$ cat config.mk
export PLATFORM = sky130hd
export DESIGN_NAME = cp0_ctrl
export DESIGN_NICKNAME = d
export VERILOG_FILES = /design/src/rtl/cp0_ctrl_pkg.sv /design/src/rtl/cp0_timer.sv /design/src/rtl/cp0_ctrl.sv
export SDC_FILE = /design/constraint.sdc
export NUM_CORES = 1
export LEC_CHECK = 0
export BUFFER_PORTS_ARGS = -buffer_cell sky130_fd_sc_hd__clkbuf_2
export CORE_ASPECT_RATIO = 0.7
export CORE_MARGIN = 2
export CORE_UTILIZATION = 35
export CTS_BUF_LIST = sky130_fd_sc_hd__clkbuf_8 sky130_fd_sc_hd__clkbuf_16
export DETAILED_ROUTE_END_ITERATION = 12
export MAX_ROUTING_LAYER = met4
export PLACE_DENSITY = 0.67
export SLEW_MARGIN = 10
export SYNTH_ARGS = -nofsm -noshare
export SYNTH_HDL_FRONTEND = slang
export SYNTH_SLANG_ARGS = --single-unit
$ cat constraint.sdc
create_clock -name clk -period 3.9 [get_ports clk]
set_clock_uncertainty 0.15 [all_clocks]
set_input_delay 0.78 -clock clk [delete_from_list [all_inputs] [get_ports clk]]
set_output_delay 0.78 -clock clk [all_outputs]
set_load 0.01 [all_outputs]
$ cat src/rtl/cp0_ctrl_pkg.sv
// cp0_ctrl_pkg: shared constants for the CP0 register block.
//   - CP0 register numbers used by mfc0/mtc0
//   - ExcCode values
//   - Status / Cause field bit positions
package cp0_ctrl_pkg;

    // CP0 register numbers
    localparam logic [4:0] CP0_BADVADDR = 5'd8;
    localparam logic [4:0] CP0_COUNT    = 5'd9;
    localparam logic [4:0] CP0_COMPARE  = 5'd11;
    localparam logic [4:0] CP0_STATUS   = 5'd12;
    localparam logic [4:0] CP0_CAUSE    = 5'd13;
    localparam logic [4:0] CP0_EPC      = 5'd14;

    // ExcCode values
    localparam logic [4:0] EXC_INT  = 5'd0;
    localparam logic [4:0] EXC_ADEL = 5'd4;
    localparam logic [4:0] EXC_ADES = 5'd5;
    localparam logic [4:0] EXC_SYS  = 5'd8;
    localparam logic [4:0] EXC_BP   = 5'd9;
    localparam logic [4:0] EXC_RI   = 5'd10;
    localparam logic [4:0] EXC_OV   = 5'd12;

    // Status field positions
    localparam int unsigned STATUS_IE     = 0;
    localparam int unsigned STATUS_EXL    = 1;
    localparam int unsigned STATUS_IM_LSB = 8;
    localparam int unsigned STATUS_BEV    = 22;

    // Cause field positions
    localparam int unsigned CAUSE_EXC_LSB = 2;
    localparam int unsigned CAUSE_IP_LSB  = 8;
    localparam int unsigned CAUSE_TI      = 30;
    localparam int unsigned CAUSE_BD      = 31;

endpackage

$ cat src/rtl/cp0_timer.sv
// cp0_timer: CP0 Count/Compare timer with clock prescaler and timer-interrupt flag.
//   clk, reset   : clock, synchronous active-high reset
//   count_we     : load Count from wdata and clear the prescaler
//   compare_we   : load Compare from wdata and clear TI
//   wdata        : load data
//   count        : current Count
//   compare      : current Compare
//   ti           : timer interrupt pending
module cp0_timer #(
    parameter int unsigned TIMER_DIV   = 2,
    parameter logic [31:0] COMPARE_RST = 32'hFFFF_FFFF
) (
    input  logic        clk,
    input  logic        reset,
    input  logic        count_we,
    input  logic        compare_we,
    input  logic [31:0] wdata,
    output logic [31:0] count,
    output logic [31:0] compare,
    output logic        ti
);

    localparam int unsigned PW = (TIMER_DIV > 1) ? $clog2(TIMER_DIV) : 1;
    localparam logic [PW-1:0] PRESC_LAST = PW'(TIMER_DIV - 1);

    logic [PW-1:0] presc_q, presc_d;
    logic [31:0]   count_q, count_d;
    logic [31:0]   compare_q, compare_d;
    logic          ti_q, ti_d;

    always_comb begin
        presc_d   = presc_q;
        count_d   = count_q;
        compare_d = compare_q;
        ti_d      = ti_q;

        if (count_we) begin
            presc_d = '0;
            count_d = wdata;
        end else if (presc_q == PRESC_LAST) begin
            presc_d = '0;
            count_d = count_q + 32'd1;
        end else begin
            presc_d = presc_q + PW'(1);
        end

        // Compare write beats a same-cycle match
        if (compare_we) begin
            compare_d = wdata;
            ti_d      = 1'b0;
        end else if (count_q == compare_q) begin
            ti_d = 1'b1;
        end
    end

    always_ff @(posedge clk) begin
        if (reset) begin
            presc_q   <= '0;
            count_q   <= '0;
            compare_q <= COMPARE_RST;
            ti_q      <= 1'b0;
        end else begin
            presc_q   <= presc_d;
            count_q   <= count_d;
            compare_q <= compare_d;
            ti_q      <= ti_d;
        end
    end

    assign count   = count_q;
    assign compare = compare_q;
    assign ti      = ti_q;

endmodule

$ cat src/rtl/cp0_ctrl.sv
// cp0_ctrl: MIPS32 CP0 register block (BadVAddr, Count, Compare, Status, Cause, EPC).
// Build option: define CP0_TIMER_EN to include Count/Compare and the timer interrupt;
// without it Count/Compare read 0, writes to them are ignored and TI is 0.
//   clk, reset           : clock, synchronous active-high reset
//   raddr / rdata        : combinational mfc0 read port (0 for unimplemented numbers)
//   mtc0_we/addr/wdata   : mtc0 write port from writeback
//   ex_valid, ex_code, ex_bd, ex_pc, ex_badvaddr : committed exception
//   eret                 : committed eret
//   hw_int               : level-sensitive external interrupts -> Cause.IP[2+i]
//   epc_out, status_out, cause_out : register views
//   int_req              : pending enabled interrupt
module cp0_ctrl
    import cp0_ctrl_pkg::*;
#(
    parameter int unsigned HW_INT_NUM  = 6,
    parameter int unsigned TIMER_DIV   = 2,
    parameter logic [31:0] COMPARE_RST = 32'hFFFF_FFFF
) (
    input  logic                  clk,
    input  logic                  reset,
    input  logic [4:0]            raddr,
    output logic [31:0]           rdata,
    input  logic                  mtc0_we,
    input  logic [4:0]            mtc0_addr,
    input  logic [31:0]           mtc0_wdata,
    input  logic                  ex_valid,
    input  logic [4:0]            ex_code,
    input  logic                  ex_bd,
    input  logic [31:0]           ex_pc,
    input  logic [31:0]           ex_badvaddr,
    input  logic                  eret,
    input  logic [HW_INT_NUM-1:0] hw_int,
    output logic [31:0]           epc_out,
    output logic [31:0]           status_out,
    output logic [31:0]           cause_out,
    output logic                  int_req
);

    logic [7:0]  im_q, im_d;
    logic        exl_q, exl_d;
    logic        ie_q, ie_d;
    logic        bd_q, bd_d;
    logic [4:0]  exc_q, exc_d;
    logic [1:0]  sw_ip_q, sw_ip_d;
    logic [5:0]  hw_ip_q, hw_ip_d;
    logic [31:0] epc_q, epc_d;
    logic [31:0] badvaddr_q, badvaddr_d;

    logic [5:0]  hw_ext;
    logic [7:0]  ip;
    logic [31:0] count, compare;
    logic        ti;

`ifdef CP0_TIMER_EN
    // mtc0 loses to a same-cycle exception or eret
    logic mtc0_ok;
    assign mtc0_ok = mtc0_we & ~ex_valid & ~eret;

    cp0_timer #(
        .TIMER_DIV   (TIMER_DIV),
        .COMPARE_RST (COMPARE_RST)
    ) u_timer (
        .clk        (clk),
        .reset      (reset),
        .count_we   (mtc0_ok && (mtc0_addr == CP0_COUNT)),
        .compare_we (mtc0_ok && (mtc0_addr == CP0_COMPARE)),
        .wdata      (mtc0_wdata),
        .count      (count),
        .compare    (compare),
        .ti         (ti)
    );
`else
    assign count   = 32'd0;
    assign compare = 32'd0;
    assign ti      = 1'b0;
`endif

    always_comb begin
        hw_ext                 = '0;
        hw_ext[HW_INT_NUM-1:0] = hw_int;
    end

    assign ip = {hw_ip_q[5] | ti, hw_ip_q[4:0], sw_ip_q};

    always_comb begin
        im_d       = im_q;
        exl_d      = exl_q;
        ie_d       = ie_q;
        bd_d       = bd_q;
        exc_d      = exc_q;
        sw_ip_d    = sw_ip_q;
        hw_ip_d    = hw_ext;
        epc_d      = epc_q;
        badvaddr_d = badvaddr_q;

        if (ex_valid) begin
            exc_d = ex_code;
            exl_d = 1'b1;
            // Nested exceptions keep the original EPC/BD
            if (!exl_q) begin
                epc_d = ex_bd ? (ex_pc - 32'd4) : ex_pc;
                bd_d  = ex_bd;
            end
            if (ex_code == EXC_ADEL || ex_code == EXC_ADES) begin
                badvaddr_d = ex_badvaddr;
            end
        end else if (eret) begin
            exl_d = 1'b0;
        end else if (mtc0_we) begin
            case (mtc0_addr)
                CP0_STATUS: begin
                    im_d  = mtc0_wdata[STATUS_IM_LSB +: 8];
                    exl_d = mtc0_wdata[STATUS_EXL];
                    ie_d  = mtc0_wdata[STATUS_IE];
                end
                CP0_CAUSE: sw_ip_d = mtc0_wdata[CAUSE_IP_LSB +: 2];
                CP0_EPC:   epc_d   = mtc0_wdata;
                default: ;
            endcase
        end
    end

    always_ff @(posedge clk) begin
        if (reset) begin
            im_q       <= '0;
            exl_q      <= 1'b0;
            ie_q       <= 1'b0;
            bd_q       <= 1'b0;
            exc_q      <= '0;
            sw_ip_q    <= '0;
            hw_ip_q    <= '0;
            epc_q      <= '0;
            badvaddr_q <= '0;
        end else begin
            im_q       <= im_d;
            exl_q      <= exl_d;
            ie_q       <= ie_d;
            bd_q       <= bd_d;
            exc_q      <= exc_d;
            sw_ip_q    <= sw_ip_d;
            hw_ip_q    <= hw_ip_d;
            epc_q      <= epc_d;
            badvaddr_q <= badvaddr_d;
        end
    end

    always_comb begin
        status_out                     = '0;
        status_out[STATUS_BEV]         = 1'b1;
        status_out[STATUS_IM_LSB +: 8] = im_q;
        status_out[STATUS_EXL]         = exl_q;
        status_out[STATUS_IE]          = ie_q;

        cause_out                     = '0;
        cause_out[CAUSE_BD]           = bd_q;
        cause_out[CAUSE_TI]           = ti;
        cause_out[CAUSE_IP_LSB +: 8]  = ip;
        cause_out[CAUSE_EXC_LSB +: 5] = exc_q;
    end

    assign epc_out = epc_q;
    assign int_req = ie_q & ~exl_q & (|(ip & im_q));

    always_comb begin
        case (raddr)
            CP0_BADVADDR: rdata = badvaddr_q;
            CP0_COUNT:    rdata = count;
            CP0_COMPARE:  rdata = compare;
            CP0_STATUS:   rdata = status_out;
            CP0_CAUSE:    rdata = cause_out;
            CP0_EPC:      rdata = epc_q;
            default:      rdata = 32'd0;
        endcase
    end

endmodule

======== Word-level counts from Yosys, hierarchy flattened ========
Cells that the tools add are included.
storage, ports and cells
  bits in registers ....................... 88
  latch bits .............................. 0
  bits in writable memories ............... 0
  ROM bits ................................ 0
  output and inout port bits .............. 129
  word-level logic and storage cells ...... 50
  memories kept ........................... 0
cells by class
  $add $sub $neg .......................... 1
  multiply operators ...................... 0
  div/mod/pow operators ................... 0
  $lt $le $gt $ge ......................... 0
  equal/unequal tests ..................... 11
  shift operators ......................... 0
  multiplexer cells ....................... 11
  bitwise gates (word level) .............. 6
  reductions and logical operators ........ 12
operators by type and width
  kind                                                                  count
  32-bit 2-to-1 mux                                                     6
  32-bit case mux with 4 select lines                                   1
  5-bit by 4-bit == test with 1-bit output, second input constant       7
  32-bit by 3-bit subtractor with 32-bit output, second input constant  1
  4-bit AND reduction                                                   3
  5-bit by 3-bit == test with 1-bit output, second input constant       2
  8-bit bitwise AND                                                     1
  8-bit OR reduction                                                    1
  2-bit AND reduction                                                   3
  3-bit nonzero test                                                    2
  1-bit 2-to-1 mux                                                      4
  2-bit inequality test, second input constant                          2
  2-bit nonzero test                                                    2
  1-bit inverter                                                        3
  1-bit bitwise AND                                                     2
  1-bit logical OR                                                      1

======== Logic depth before layout (Yosys ltp) ========
  word-level depth ........................ 5
  mapped depth ............................ 8
  mapped depth without buffers ............ 7

======== Worst setup path after synthesis ========
Ideal clock, no wire load.
  path kind ............................... input-to-output
  from .................................... input port raddr[2]
  to ...................................... output port rdata[18]
  arrival ................................. 2.133 ns
  data required time ...................... 2.970 ns
  slack ................................... 0.837 ns
  stages .................................. 6
  buffers on the path ..................... 3
  path through ............................ clkbuf_1 -> nand3b_1 -> nor3b_1 -> buf_2 -> buf_1 -> a22o_1
between the ends
  word-level cells in the longest chain between the ends .. 2
  elaborated cells between the ends (all ways) .. 5
  those cells by class .................... 4 x eq/ne; 1 x mux
RTL lines
  element                                   line             source
  start: declaration                        cp0_ctrl.sv:21   input logic [4:0] raddr,
  5-bit by 4-bit == test with 1-bit output  cp0_ctrl.sv:165  case (raddr)
  32-bit case mux with 4 select lines (*)   cp0_ctrl.sv:165
  end: declaration                          cp0_ctrl.sv:22   output logic [31:0] rdata,
Every way passes the cells marked *; elsewhere a longest branch is shown, timed or not.

======== Worst setup path in the final report ========
  from .................................... input port raddr[2]
  to ...................................... output port rdata[27]
The elaborated chain is that of the path after synthesis.

==> out/qor.csv <==
metric;value;unit
status;finished clean;
ys.warnings.count;0;
ys_seq_area_frac;0.354;
maxCapViolations;0;
cp-startpoint;raddr[2];
ir_drop;199;uV
r2r_start;exl_q;
first_pass_iters;5;
slowest_delay;0.35;ns
hp-class;flop to flop;
grt_max_degree;59;
cp.arrival;2.15;ns
finalPower;2.11;mW
rsz0062_at_grt;false;
core-area;13900;sq um
fillCellCount;1431;
gp_congestion;0.907;
start_util;0.358;
grt_overflow_total;0;
cts_hold_buffers;0;
critPathSlowestCell;buf_4;
htree_levels;3;
power.leakage;2.80;nW
path_max_fanout;28;
wl_per_cell;18.0;microns
final_core_util;0.456;
crit_path_start_kind;input pin;
postRouteAntennaNets;0;
synth_top_family_by_area;simple AND/OR/NAND/NOR gates;
finalCriticalPeriod;3.08;ns
die_w;147;microns
final_layout_size_suffix_gt1_frac;0.316;
clk_pin_slew;0.07;ns
synth-xor-area-share;0.0405;
worstPathCellList;clkbuf_2 > nand3b_1 > nor3b_2 > buf_4 > a22o_1 > clkbuf_2;
post-route-period-util;0.790;
cts_sinks;88;
root_buffer;clkbuf_16;
cts_setup_buffers;0;
yosys.area.top_type;dfxtp_1;
grt_pass1_wl;27500;microns
wirelength;18000;microns
synth-seq-cells;88;
dr.first_iter.drc_count;373;
yosys.area_share.simple;0.238;
final_nets;929;
final_max_slew_viol_count;0;
crit_buf_inv;3;
syn_avg_cell_area;8.06;sq um
area_growth;27.5;%
placed_area;6060;sq um
critPathCaptureType;output port;
setup_violations;0;
dieArea;15200;sq um
synth-compound-area-share;0.205;
rows;36;
pwr-share-comb;0.155;
die_h;104;microns
fin_area;6340;sq um
vias;5184;
maxSlewHeadroom;0.350;
yosys-top-cells-area;dfxtp_1 (35%), nand2_1 (7.4%), buf_4 (6.5%), a21oi_1 (5.5%), mux2i_1 (5.0%);
grt_usage;0.237;
timing.critical_path.mode_cell;clkbuf_2;
synthAdderAreaFrac;0.00251;
ys_async_sr_fraction;0;
p_seq_frac;0.462;
synth.distinct_cells;60;
synth_top_area_share;0.354;
cts-resized-gates;0;
fin_cells;1002;
powerDensity;333;nW/um^2
path_class;input pin to output port;
tightest_slew;0.972;ns
p_clk_frac;0.383;
synth_mux_area_frac;0.0503;
io_pins;252;
swShare;0.290;
placed_cells;984;
io_buffers;211;
grt_pass1_vias;4811;
synth_ff_type;dfxtp_1;
cts_made_buffers;9;
dpl.hpwl;13900;microns
synth_area;4980;sq um
fmax;325;MHz
drc;0;
cts_tree;done;
synthCells;617;
synth_edf_count;0;
p_sw;0.612;mW
internal-power;1.50;mW
cpLargestDelayFamily;buffers and inverters;
clkLatencyLatePin;0.33;ns
cts_buffer_depth;2;
worstHoldStart;badvaddr_q[29];
via_per_inst;5.17;
hold_viol_final;0;
antenna_found_initial;2;
setup_tns;0;ns
cp_data_required_time;2.97;ns
layout by cell type (no fill, tap or decap), types with 4 or more instances in the layout:
cell type | Yosys | final
a211o_1 | 4 | 4
a211oi_1 | 8 | 8
a21boi_0 | 4 | 4
a21oi_1 | 55 | 54
a222oi_1 | 6 | 6
a22o_1 | 16 | 16
a22oi_1 | 18 | 18
a31oi_1 | 11 | 11
buf_4 | 43 | 12
clkbuf_16 | 0 | 9
clkbuf_2 | 1 | 210
conb_1 | 2 | 40
dfxtp_1 | 88 | 88
inv_1 | 12 | 13
mux2i_1 | 25 | 25
nand2_1 | 98 | 98
nand2b_1 | 5 | 5
nand3_1 | 5 | 5
nor2_1 | 51 | 51
nor2b_1 | 7 | 7
nor3_1 | 12 | 12
nor3b_1 | 7 | 5
nor4_1 | 7 | 6
nor4_2 | 3 | 4
o21ai_0 | 8 | 8
o22ai_1 | 4 | 4
or3_1 | 5 | 5
xnor2_1 | 15 | 15
xor2_1 | 8 | 8
registers in the layout, summed over array words and instances (netlist names):
register    flops
im_q            8
sw_ip_q         2
ie_q            1
epc_out        32
exc_q           5
exl_q           1
bd_q            1
badvaddr_q     32
hw_ip_q         6
metal layers:
layer	up-vias	wire, microns	GRT usage
li1	2496	-	-
met1	2427	8540	0.333
met2	247	7520	0.340
met3	14	1760	0.0727
met4	0	207	0.0416
met5	-	0	-
worst min-delay path, stage by stage (launching register included):
cell,delay (ns)
dfxtp_1,0.31
nand2_1,0.05
a21oi_1,0.05
logic make-up (layout without fill, tap and decap cells):
family / count (synthesis) / in the layout
flops: 88 / 88
other cells: 2 / 42
buf+inv: 97 / 252
xor+xnor: 23 / 23
compound gates: 151 / 151
mux: 25 / 25
simple gates: 230 / 230
fa+ha+maj: 1 / 1
layout make-up:
type,count,area [sq um],share of cell area
Antenna cell,2,5.00,0.000789
Clock buffer,9,225,0.0355
Clock inverter,7,48.8,0.00769
Inverter,12,45.0,0.00710
Multi-Input combinational cell,470,2850,0.450
Sequential cell,88,1760,0.278
Tap cell,190,238,0.0375
Timing Repair Buffer,224,1170,0.184
worst paths after layout:
path	end	depth (start not counted)	slack [ns]
worst max-delay path	rdata[27]	6	0.82
worst min-delay path	badvaddr_q[29]	2	0.30
worst max register to register	epc_out[7]	5	1.95
worst min register to register	badvaddr_q[29]	2	0.30
power by group through the flow:
stage / clock, mW / combinational (mW) / sequential, mW
2_1_floorplan: 0 / 0.184 / 0.994
3_3_place_gp: 0 / 0.323 / 0.995
3_5_place_dp: 0 / 0.326 / 0.994
4_1_cts: 0.831 / 0.328 / 0.973
5_1_grt: 0.862 / 0.361 / 0.978
6_report: 0.808 / 0.328 / 0.974
cell usage after synthesis (11+ instances only):
| cell type | number |
|---|---|
| a21oi_1 | 55 |
| a22o_1 | 16 |
| a22oi_1 | 18 |
| a31oi_1 | 11 |
| buf_4 | 43 |
| clkbuf_1 | 34 |
| dfxtp_1 | 88 |
| inv_1 | 12 |
| mux2i_1 | 25 |
| nand2_1 | 98 |
| nor2_1 | 51 |
| nor3_1 | 12 |
| xnor2_1 | 15 |
metrics by stage:
stage	setup slack, ns	hold slack [ns]
2_1_floorplan	0.837	0.286
3_3_place_gp	0.842	0.294
3_5_place_dp	0.802	0.298
4_1_cts	0.794	0.307
5_1_grt	0.734	0.327
6_report	0.820	0.304
No activity file was read; power rests on OpenSTA's default activity.
